## config.mk

```make
export PLATFORM = sky130hd
export DESIGN_NAME = preg_ready_table_flat
export DESIGN_NICKNAME = d
export VERILOG_FILES = /design/src/rtl/preg_ready_table_pkg.sv /design/src/rtl/preg_ready_table_if.sv /design/src/rtl/preg_ready_table_entry.sv /design/src/rtl/preg_ready_table.sv /design/src/flat_wrapper.sv
export SDC_FILE = /design/constraint.sdc
export NUM_CORES = 1
export LEC_CHECK = 0
export ABC_AREA = 1
export BUFFER_PORTS_ARGS = -buffer_cell sky130_fd_sc_hd__buf_2
export CAP_MARGIN = 20
export CELL_PAD_IN_SITES_DETAIL_PLACEMENT = 1
export CELL_PAD_IN_SITES_GLOBAL_PLACEMENT = 1
export CORE_ASPECT_RATIO = 0.5
export CORE_UTILIZATION = 35
export DETAILED_ROUTE_END_ITERATION = 7
export HOLD_SLACK_MARGIN = 0.03
export PLACE_DENSITY_LB_ADDON = 0.1
export SLEW_MARGIN = 20
export SYNTH_ARGS = -nofsm -noshare
export SYNTH_HDL_FRONTEND = slang
export SYNTH_HIERARCHICAL = 1
export SYNTH_SLANG_ARGS = --single-unit
```

## constraint.sdc

```tcl
create_clock -name clock -period 2.75 [get_ports clock]
set_input_delay 0.1375 -clock clock [delete_from_list [all_inputs] [get_ports clock]]
set_output_delay 0.1375 -clock clock [all_outputs]
set_load 0.05 [all_outputs]
```

## src/rtl/preg_ready_table_pkg.sv

```systemverilog
// Shared backend constants for the physical-register ready table:
// ROB state encodings and default table geometry.
package preg_ready_table_pkg;

  localparam logic [1:0] ROB_STATE_IDLE          = 2'd0;
  localparam logic [1:0] ROB_STATE_OVERWRITE_RAT = 2'd1;
  localparam logic [1:0] ROB_STATE_WALKING       = 2'd2;

  localparam int PREG_SIZE_DEFAULT = 64;
  localparam int LAT_W_DEFAULT     = 2;
  localparam int LREG_W            = 5;

  typedef logic [1:0] rob_state_t;

endpackage

```

## src/rtl/preg_ready_table_if.sv

```systemverilog
// Lookup, allocate, wakeup and ROB-walk bundle for preg_ready_table.
// The master drives requests; the slave (the table) drives busy_out.
interface preg_ready_table_if
  import preg_ready_table_pkg::*;
#(
  parameter int PREG_SIZE = PREG_SIZE_DEFAULT,
  parameter int NUM_READ  = 4,
  parameter int NUM_ALLOC = 2,
  parameter int NUM_WAKE  = 2,
  parameter int NUM_WALK  = 2,
  parameter int LAT_W     = LAT_W_DEFAULT
);
  localparam int PREG_W = $clog2(PREG_SIZE);

  logic [NUM_READ*PREG_W-1:0]  read_addr;
  logic [NUM_READ-1:0]         busy_out;
  logic [NUM_ALLOC-1:0]        alloc_en;
  logic [NUM_ALLOC*PREG_W-1:0] alloc_addr;
  logic [NUM_WAKE-1:0]         wake_en;
  logic [NUM_WAKE*PREG_W-1:0]  wake_addr;
  logic [NUM_WAKE*LAT_W-1:0]   wake_lat;
  rob_state_t                  rob_state;
  logic [NUM_WALK-1:0]         walk_valid;
  logic [NUM_WALK*LREG_W-1:0]  walk_lrd;
  logic [NUM_WALK*PREG_W-1:0]  walk_prd;

  modport master (
    output read_addr, alloc_en, alloc_addr, wake_en, wake_addr, wake_lat,
           rob_state, walk_valid, walk_lrd, walk_prd,
    input  busy_out
  );

  modport slave (
    input  read_addr, alloc_en, alloc_addr, wake_en, wake_addr, wake_lat,
           rob_state, walk_valid, walk_lrd, walk_prd,
    output busy_out
  );

endinterface

```

## src/rtl/preg_ready_table_entry.sv

```systemverilog
// One ready-table entry: busy bit, wakeup-latency countdown and the
// same-cycle priority between overwrite, walk, wake, alloc and expiry.
module preg_ready_entry
  import preg_ready_table_pkg::*;
#(
  parameter int LAT_W = LAT_W_DEFAULT
) (
  input  logic             clock,
  input  logic             reset_n,
  input  logic             overwrite_i,
  input  logic             walk_i,
  input  logic             wakeNow_i,
  input  logic             alloc_i,
  input  logic             wakeLoad_i,
  input  logic [LAT_W-1:0] wakeLat_i,
  output logic             busy_o,
  output logic             expiring_o
);

  logic             busy_q, busy_d;
  logic [LAT_W-1:0] count_q, count_d;

  // An alloc or a reload in this cycle belongs to a new producer, so the
  // old countdown reaching 1 must not be advertised as an expiry.
  assign expiring_o = (count_q == LAT_W'(1)) && !alloc_i && !wakeLoad_i;
  assign busy_o     = busy_q;

  always_comb begin
    busy_d  = busy_q;
    count_d = count_q;
    if (overwrite_i || walk_i || wakeNow_i) begin
      busy_d  = 1'b0;
      count_d = '0;
    end else if (alloc_i) begin
      busy_d  = 1'b1;
      count_d = '0;
    end else if (wakeLoad_i) begin
      count_d = wakeLat_i;
    end else if (count_q != '0) begin
      count_d = count_q - LAT_W'(1);
      if (count_q == LAT_W'(1)) busy_d = 1'b0;
    end
  end

  always_ff @(posedge clock or negedge reset_n) begin
    if (!reset_n) begin
      busy_q  <= 1'b0;
      count_q <= '0;
    end else begin
      busy_q  <= busy_d;
      count_q <= count_d;
    end
  end

endmodule

```

## src/rtl/preg_ready_table.sv

```systemverilog
// Physical-register ready (busy) table with multi-port lookup, alloc,
// latency wakeup and ROB recovery. Define BUSYTABLE_BYPASS_EN to bypass same-cycle readiness.
module preg_ready_table
  import preg_ready_table_pkg::*;
#(
  parameter int PREG_SIZE = PREG_SIZE_DEFAULT,
  parameter int NUM_READ  = 4,
  parameter int NUM_ALLOC = 2,
  parameter int NUM_WAKE  = 2,
  parameter int NUM_WALK  = 2,
  parameter int LAT_W     = LAT_W_DEFAULT
) (
  input logic               clock,
  input logic               reset_n,
  preg_ready_table_if.slave bus
);

  localparam int PREG_W = $clog2(PREG_SIZE);
  localparam int TBL    = 1 << PREG_W;

  logic             overwrite, walking;
  logic [TBL-1:0]   busyVec, bypassVec;
  logic [NUM_READ-1:0] busyOut;
  logic [PREG_W-1:0]   addr;
  logic                unusedLrd;

  assign overwrite = (bus.rob_state == ROB_STATE_OVERWRITE_RAT);
  assign walking   = (bus.rob_state == ROB_STATE_WALKING);
  assign unusedLrd = ^bus.walk_lrd;

  // Entry 0 is the hardwired always-ready register.
  assign busyVec[0]   = 1'b0;
  assign bypassVec[0] = 1'b0;

  for (genvar e = 1; e < PREG_SIZE; e++) begin : gEntry
    logic             allocHit, walkHit, wakeHit;
    logic [LAT_W-1:0] wakeLat;
    logic             wakeNow, wakeLoad, busy, expiring;

    // Wake ports are scanned high to low so the lowest index ends up winning.
    always_comb begin
      allocHit = 1'b0;
      walkHit  = 1'b0;
      wakeHit  = 1'b0;
      wakeLat  = '0;
      for (int i = 0; i < NUM_ALLOC; i++)
        if (bus.alloc_en[i] && bus.alloc_addr[i*PREG_W +: PREG_W] == PREG_W'(e))
          allocHit = !overwrite;
      for (int k = 0; k < NUM_WALK; k++)
        if (walking && bus.walk_valid[k] && bus.walk_prd[k*PREG_W +: PREG_W] == PREG_W'(e))
          walkHit = 1'b1;
      for (int j = NUM_WAKE - 1; j >= 0; j--)
        if (bus.wake_en[j] && bus.wake_addr[j*PREG_W +: PREG_W] == PREG_W'(e)) begin
          wakeHit = !overwrite;
          wakeLat = bus.wake_lat[j*LAT_W +: LAT_W];
        end
    end

    assign wakeNow  = wakeHit && (wakeLat == '0);
    assign wakeLoad = wakeHit && (wakeLat != '0);

    preg_ready_entry #(.LAT_W(LAT_W)) uEntry (
      .clock      (clock),
      .reset_n    (reset_n),
      .overwrite_i(overwrite),
      .walk_i     (walkHit),
      .wakeNow_i  (wakeNow),
      .alloc_i    (allocHit),
      .wakeLoad_i (wakeLoad),
      .wakeLat_i  (wakeLat),
      .busy_o     (busy),
      .expiring_o (expiring)
    );

    assign busyVec[e]   = busy;
    assign bypassVec[e] = wakeNow || expiring;
  end

  for (genvar e = PREG_SIZE; e < TBL; e++) begin : gPad
    assign busyVec[e]   = 1'b0;
    assign bypassVec[e] = 1'b0;
  end

`ifdef BUSYTABLE_BYPASS_EN
  always_comb begin
    busyOut = '0;
    addr    = '0;
    for (int r = 0; r < NUM_READ; r++) begin
      addr       = bus.read_addr[r*PREG_W +: PREG_W];
      busyOut[r] = busyVec[addr] && !bypassVec[addr];
    end
  end
`else
  logic unusedBypass;
  assign unusedBypass = ^bypassVec;

  always_comb begin
    busyOut = '0;
    addr    = '0;
    for (int r = 0; r < NUM_READ; r++) begin
      addr       = bus.read_addr[r*PREG_W +: PREG_W];
      busyOut[r] = busyVec[addr];
    end
  end
`endif

  assign bus.busy_out = busyOut;

endmodule
```

## src/flat_wrapper.sv

```systemverilog
// flat-port wrapper written by rule: the top's interface ports become plain ports
module preg_ready_table_flat import preg_ready_table_pkg::*;
#(
  parameter int PREG_SIZE = PREG_SIZE_DEFAULT,
  parameter int NUM_READ  = 4,
  parameter int NUM_ALLOC = 2,
  parameter int NUM_WAKE  = 2,
  parameter int NUM_WALK  = 2,
  parameter int LAT_W     = LAT_W_DEFAULT
)
  (clock, reset_n, bus_read_addr, bus_alloc_en, bus_alloc_addr, bus_wake_en, bus_wake_addr, bus_wake_lat, bus_rob_state, bus_walk_valid, bus_walk_lrd, bus_walk_prd, bus_busy_out);
  preg_ready_table_if #(.PREG_SIZE(PREG_SIZE), .NUM_READ(NUM_READ), .NUM_ALLOC(NUM_ALLOC), .NUM_WAKE(NUM_WAKE), .NUM_WALK(NUM_WALK), .LAT_W(LAT_W)) bus_i ();
  input logic clock;
  input logic reset_n;
  input wire logic [$bits(bus_i.read_addr)-1:0] bus_read_addr;
  input wire logic [$bits(bus_i.alloc_en)-1:0] bus_alloc_en;
  input wire logic [$bits(bus_i.alloc_addr)-1:0] bus_alloc_addr;
  input wire logic [$bits(bus_i.wake_en)-1:0] bus_wake_en;
  input wire logic [$bits(bus_i.wake_addr)-1:0] bus_wake_addr;
  input wire logic [$bits(bus_i.wake_lat)-1:0] bus_wake_lat;
  input wire logic [$bits(bus_i.rob_state)-1:0] bus_rob_state;
  input wire logic [$bits(bus_i.walk_valid)-1:0] bus_walk_valid;
  input wire logic [$bits(bus_i.walk_lrd)-1:0] bus_walk_lrd;
  input wire logic [$bits(bus_i.walk_prd)-1:0] bus_walk_prd;
  output wire logic [$bits(bus_i.busy_out)-1:0] bus_busy_out;
  assign bus_i.read_addr = bus_read_addr;
  assign bus_i.alloc_en = bus_alloc_en;
  assign bus_i.alloc_addr = bus_alloc_addr;
  assign bus_i.wake_en = bus_wake_en;
  assign bus_i.wake_addr = bus_wake_addr;
  assign bus_i.wake_lat = bus_wake_lat;
  assign bus_i.rob_state = bus_rob_state;
  assign bus_i.walk_valid = bus_walk_valid;
  assign bus_i.walk_lrd = bus_walk_lrd;
  assign bus_i.walk_prd = bus_walk_prd;
  assign bus_busy_out = bus_i.busy_out;
  preg_ready_table #(.PREG_SIZE(PREG_SIZE), .NUM_READ(NUM_READ), .NUM_ALLOC(NUM_ALLOC), .NUM_WAKE(NUM_WAKE), .NUM_WALK(NUM_WALK), .LAT_W(LAT_W)) u_core (.clock(clock), .reset_n(reset_n), .bus(bus_i));
endmodule
```

Word-level counts from Yosys, hierarchy flattened
Index checks and enable logic that the tools add are counted.
{"block": "classes", "add_sub_neg": 63, "n_lt_le_gt_ge": 4, "eq_ne": 506, "mux": 1079, "reduce_logical": 1074}
{"op": "equality test 6 bit (second input constant)", "n": 192}
{"op": "two-way mux 2 bit", "n": 378}
{"op": "two-way mux 1 bit", "n": 697}
{"op": "equality test 6 x 5 -> 1 bit (second input constant)", "n": 96}
{"op": "logical AND 1 bit", "n": 506}
{"op": "nonzero test 3 bit", "n": 126}
{"op": "equality test 6 x 4 -> 1 bit (second input constant)", "n": 48}
{"op": "nonzero test 2 bit", "n": 126}
{"op": "nonzero test 4 bit", "n": 63}
{"op": "inequality test 3 x 1 -> 1 bit (second input constant)", "n": 63}
{"op": "AND reduction 3 bit", "n": 63}
{"op": "equality test 6 x 3 -> 1 bit (second input constant)", "n": 24}
{"op": "equality test 2 x 1 -> 1 bit (second input constant)", "n": 64}
{"op": "logical NOT 2 bit", "n": 63}
{"op": "logical OR 1 bit", "n": 126}
{"op": "subtractor 2 x 1 -> 2 bit (second input constant)", "n": 63}
{"op": "equality test 6 x 2 -> 1 bit (second input constant)", "n": 12}
{"op": "equality test 6 x 1 -> 1 bit (second input constant)", "n": 6}
{"op": "less-than comparator 6 x 7 -> 1 bit (second input constant)", "n": 4}
{"op": "binary-select mux 1 bit (select 6 bit)", "n": 4}
{"op": "equality test 2 bit (second input constant)", "n": 1}
{"op": "logical NOT 1 bit", "n": 1}
{"block": "totals", "ff_bits": 189, "in_bits": 84, "out_inout_bits": 4, "elab_cells": 2852}

Depth between registers and ports, before layout
{"block": "depth", "word_depth": 9, "depth_mapped": 16, "ltp_nobuf": 16}

Hierarchy
The synthesis kept the hierarchy.
{"mod": "preg_ready_entry", "instances": 63, "cells_each": 34, "area_per_inst_um2": 217.7, "seq_area_each_um2": 75.1}
{"mod": "preg_ready_table", "instances": 1, "cells_each": 1829, "area_per_inst_um2": 7937.6, "seq_area_each_um2": 0.0}

Worst setup path before layout
Ideal clock, no wire load.
{"block": "synth_path", "path_type": "input port to flip-flop", "startpoint": "input port bus_rob_state[0]", "endpoint": "register u_core.gEntry[16].uEntry.count_q[0]", "setup_time_ns": 0.065, "arrival_ns": 2.854, "required_ns": 2.685, "setup_slack_ns": -0.168, "stages": 10, "n_path_buf": 2, "path_cell_list": "inv_1 -> nor2_1 -> clkbuf_1 -> buf_1 -> nor2_1 -> nor2_1 -> nand2_1 -> inv_1 -> nand3_1 -> nand2_1"}
{"block": "synth_via", "elab_cells_between_ends": 21, "classes_between": "eq/ne (2); mux (9); reduce/logical (10)"}
{"item": "from (decl)", "line_no": "flat_wrapper.sv:21", "rtl": "input wire logic [$bits(bus_i.rob_state)-1:0] bus_rob_state;"}
{"item": "equality test 2 x 1 -> 1 bit (*)", "line_no": "preg_ready_table.sv:27", "rtl": "assign overwrite = (bus.rob_state == ROB_STATE_OVERWRITE_RAT);"}
{"item": "net u_core.overwrite", "line_no": "preg_ready_table.sv:21", "rtl": "logic overwrite, walking;"}
{"item": "logical NOT 1 bit (*)", "line_no": "preg_ready_table.sv:48", "rtl": "allocHit = !overwrite;"}
{"item": "two-way mux 1 bit", "line_no": "preg_ready_table.sv:47", "rtl": "if (bus.alloc_en[i] && bus.alloc_addr[i*PREG_W +: PREG_W] == PREG_W'(e))"}
{"item": "two-way mux 1 bit (*)", "line_no": "preg_ready_table.sv:47"}
{"item": "net u_core.gEntry[16].allocHit", "line_no": "preg_ready_table.sv:36", "rtl": "logic allocHit, walkHit, wakeHit;"}
{"item": "two-way mux 2 bit", "line_no": "preg_ready_table_entry.sv:34", "rtl": "end else if (alloc_i) begin"}
{"item": "two-way mux 2 bit", "line_no": "preg_ready_table_entry.sv:31", "rtl": "if (overwrite_i || walk_i || wakeNow_i) begin"}
{"item": "to (signal assigned)", "line_no": "preg_ready_table_entry.sv:51", "rtl": "count_q <= count_d;"}
{"item": "to (decl)", "line_no": "preg_ready_table_entry.sv:21", "rtl": "logic [LAT_W-1:0] count_q, count_d;"}
Mark *: on every way through the listed nets, which the timed path passes. The rest lies on a longest branch.
A chain may end at the register's enable or synchronous reset.

Worst setup path in the final report
{"block": "layout_path", "startpoint": "register u_core.gEntry[56].uEntry.busy_q", "endpoint": "output port bus_busy_out[0]"}
{"block": "layout_via", "elab_chain_cells": 2}
{"item": "from (decl)", "line_no": "preg_ready_table_entry.sv:20", "rtl": "logic busy_q, busy_d;"}
{"item": "from (signal assigned)", "line_no": "preg_ready_table_entry.sv:50", "rtl": "busy_q <= busy_d;"}
{"item": "binary-select mux 1 bit (select 6 bit)", "line_no": "preg_ready_table.sv:102", "rtl": "busyOut[r] = busyVec[addr];"}
{"item": "two-way mux 1 bit (not written as such)", "line_no": "preg_ready_table.sv:102"}
{"item": "to (decl)", "line_no": "flat_wrapper.sv:25", "rtl": "output wire logic [$bits(bus_i.busy_out)-1:0] bus_busy_out;"}
Every way passes these cells. The select of a mux whose other input is x is not followed.

==> reports/qor.csv <==
metric,value,unit
leak pwr,11.0,nW
post-route clock period utilization,0.892,
row count,63,
# placed instances,4749,
Starting Density,0.358,
final setup fails,0,
Tightest Pin Transition,0.768,ns
Slew Limit Fails,0,
DRC violations left,0,
"slowest stage delay, CP",0.80,ns
RePlAce Congestion,0.943,
RSZ-0062 raised after global routing,no,
DRT Pass-1 Iters,5,
reg2reg setup slack,1.54,ns
Period minus WS final,2.45,ns
clock slew at reported path FFs,0.08,ns
largest net degree at the start of global routing,129,
Sink Count,189,
Peak supply drop,563,uV
Clock Latency Late Sink,0.50,ns
cell chain of the critical path,nand2_1 -> nand3_1 -> nand3_1 -> nand2_1 -> nand2_1 -> nand3_1 -> nand3_1 -> nand2_1 -> buf_2,
Die W,352,um
I/O Buffers,77,
"Setup Fix Bufs, Post-CTS",0,
nature of the critical path startpoint,flip-flop,
io pins,88,
arrival time at the worst endpoint,2.32,ns
Rel. slew slack,0.487,
worst clock skew,0.0128,ns
GRT Residual Overflow,0,
area of the mapped netlist,21400,sq um
core area,59800,sq um
CP max stage cell,dfrtp_1,
design area,23600,sq um
Final #Nets,4167,
clock buffer depth,2,
status,"finished, final reports clean",
FILL cells,8446,
CTS buffer count,17,
worst slack at placement,0.268,ns
crit-path leading delay family,flip-flops,
Total Power,14.1,mW
H-tree levels,4,
die area,62200,sq um
vias in the first global route,25300,
Yosys warning count,6,
number of routed nets with antenna violations,0,
post-route setup slack,0.296,ns
Hold Path Class,primary input to async pin,
Crit. End Element,output port,
PostCTS Resize Cnt,0,
initial antenna violation count,4,
HPWL after DPL,72.1,mm
WS Path Type,flip-flop to output port,
Worst Path Buf+Inv,1,
root buf cell,clkbuf_16,
Critical Path RT,2.61,ns
drt wl/cell,20.6,um
Die Y-Extent,177,um
Gate Count Post-Synth,3908,
hold_ws,0.182,ns
Synth Net Count,4118,
Worst Path Max Fanout,5,
"Avg Cell Area, Syn",5.48,sq um
Post-DP Area,23000,sq um
Max Cap Viol,0,
final hold violation count,0,
layout cells sized above 1,0.0476,
Routed WL,98.3,mm
Non-Filler Instances,4784,
PwrDens,599,nW/um^2
Post-CTS Hold Fix Bufs,1,
TritonCTS clock tree,built,
DR vias,26100,
Vias/cell,5.46,
setup TNS,0,ns
Final Util,0.394,
Area Growth Syn to Fin,10.0,%
1st-iter DRT viols,2197,
fmax,408,MHz
Tot GR Track Use,0.319,
first-pass GRT wire length,149,mm
where the power goes:
group | switching, mW | internal, mW
Sequential | 0.876 | 3.71
Clock | 1.28 | 1.29
Combinational | 4.36 | 2.59
routing by layer:
| layer | global-route usage | share of wire |
|---|---|---|
| met1 | 0.437 | 0.46 |
| met2 | 0.487 | 0.42 |
| met3 | 0.0831 | 0.094 |
| met4 | 0.101 | 0.027 |
| met5 | 0 | 0 |
state kept, by name, indices dropped and copies added (netlist names):
name / count
u_core/gEntry.uEntry/busy_o: 63
u_core/gEntry.uEntry/count_q: 126
worst paths after layout:
path | depth (start not counted) | start | to
worst max-delay path | 9 | u_core/gEntry[56].uEntry/busy_o$_DFFE_PN0P_ | bus_busy_out[0]
worst min-delay path | 2 | reset_n | u_core/gEntry[39].uEntry/count_q[0]$_DFFE_PN0P_
worst max register to register | 5 | u_core/gEntry[16].uEntry/count_q[0]$_DFFE_PN0P_ | u_core/gEntry[16].uEntry/count_q[1]$_DFFE_PN0P_
worst min register to register | 2 | u_core/gEntry[59].uEntry/count_q[1]$_DFFE_PN0P_ | u_core/gEntry[59].uEntry/count_q[1]$_DFFE_PN0P_
max in group asynchronous | 3 | reset_n | u_core/gEntry[46].uEntry/busy_o$_DFFE_PN0P_
min in group clock | 7 | bus_wake_lat[3] | u_core/gEntry[7].uEntry/count_q[1]$_DFFE_PN0P_
cell type report:
type	instances	area (sq um)	area share
Clock inverter	6	62.6	0.00265
Inverter	602	2260	0.0959
Tap cell	812	1020	0.0431
Sequential cell	189	4730	0.201
Clock buffer	25	475	0.0202
Timing Repair Buffer	140	971	0.0412
Multi-Input combinational cell	3007	14000	0.596
Antenna cell	3	7.51	0.000319
cell usage in the layout, fill, tap and decap left out, drive strengths merged, types with 9 or more instances in the layout:
| cell type | instances |
|---|---|
| nand3 | 527 |
| ha | 126 |
| o21ai | 259 |
| nor3 | 138 |
| buf | 139 |
| dfrtp | 189 |
| a22oi | 9 |
| inv | 600 |
| a21oi | 56 |
| o22ai | 117 |
| nor2 | 540 |
| nand2 | 1233 |
| clkbuf | 25 |
No activity file was read; power rests on OpenSTA's default activity.
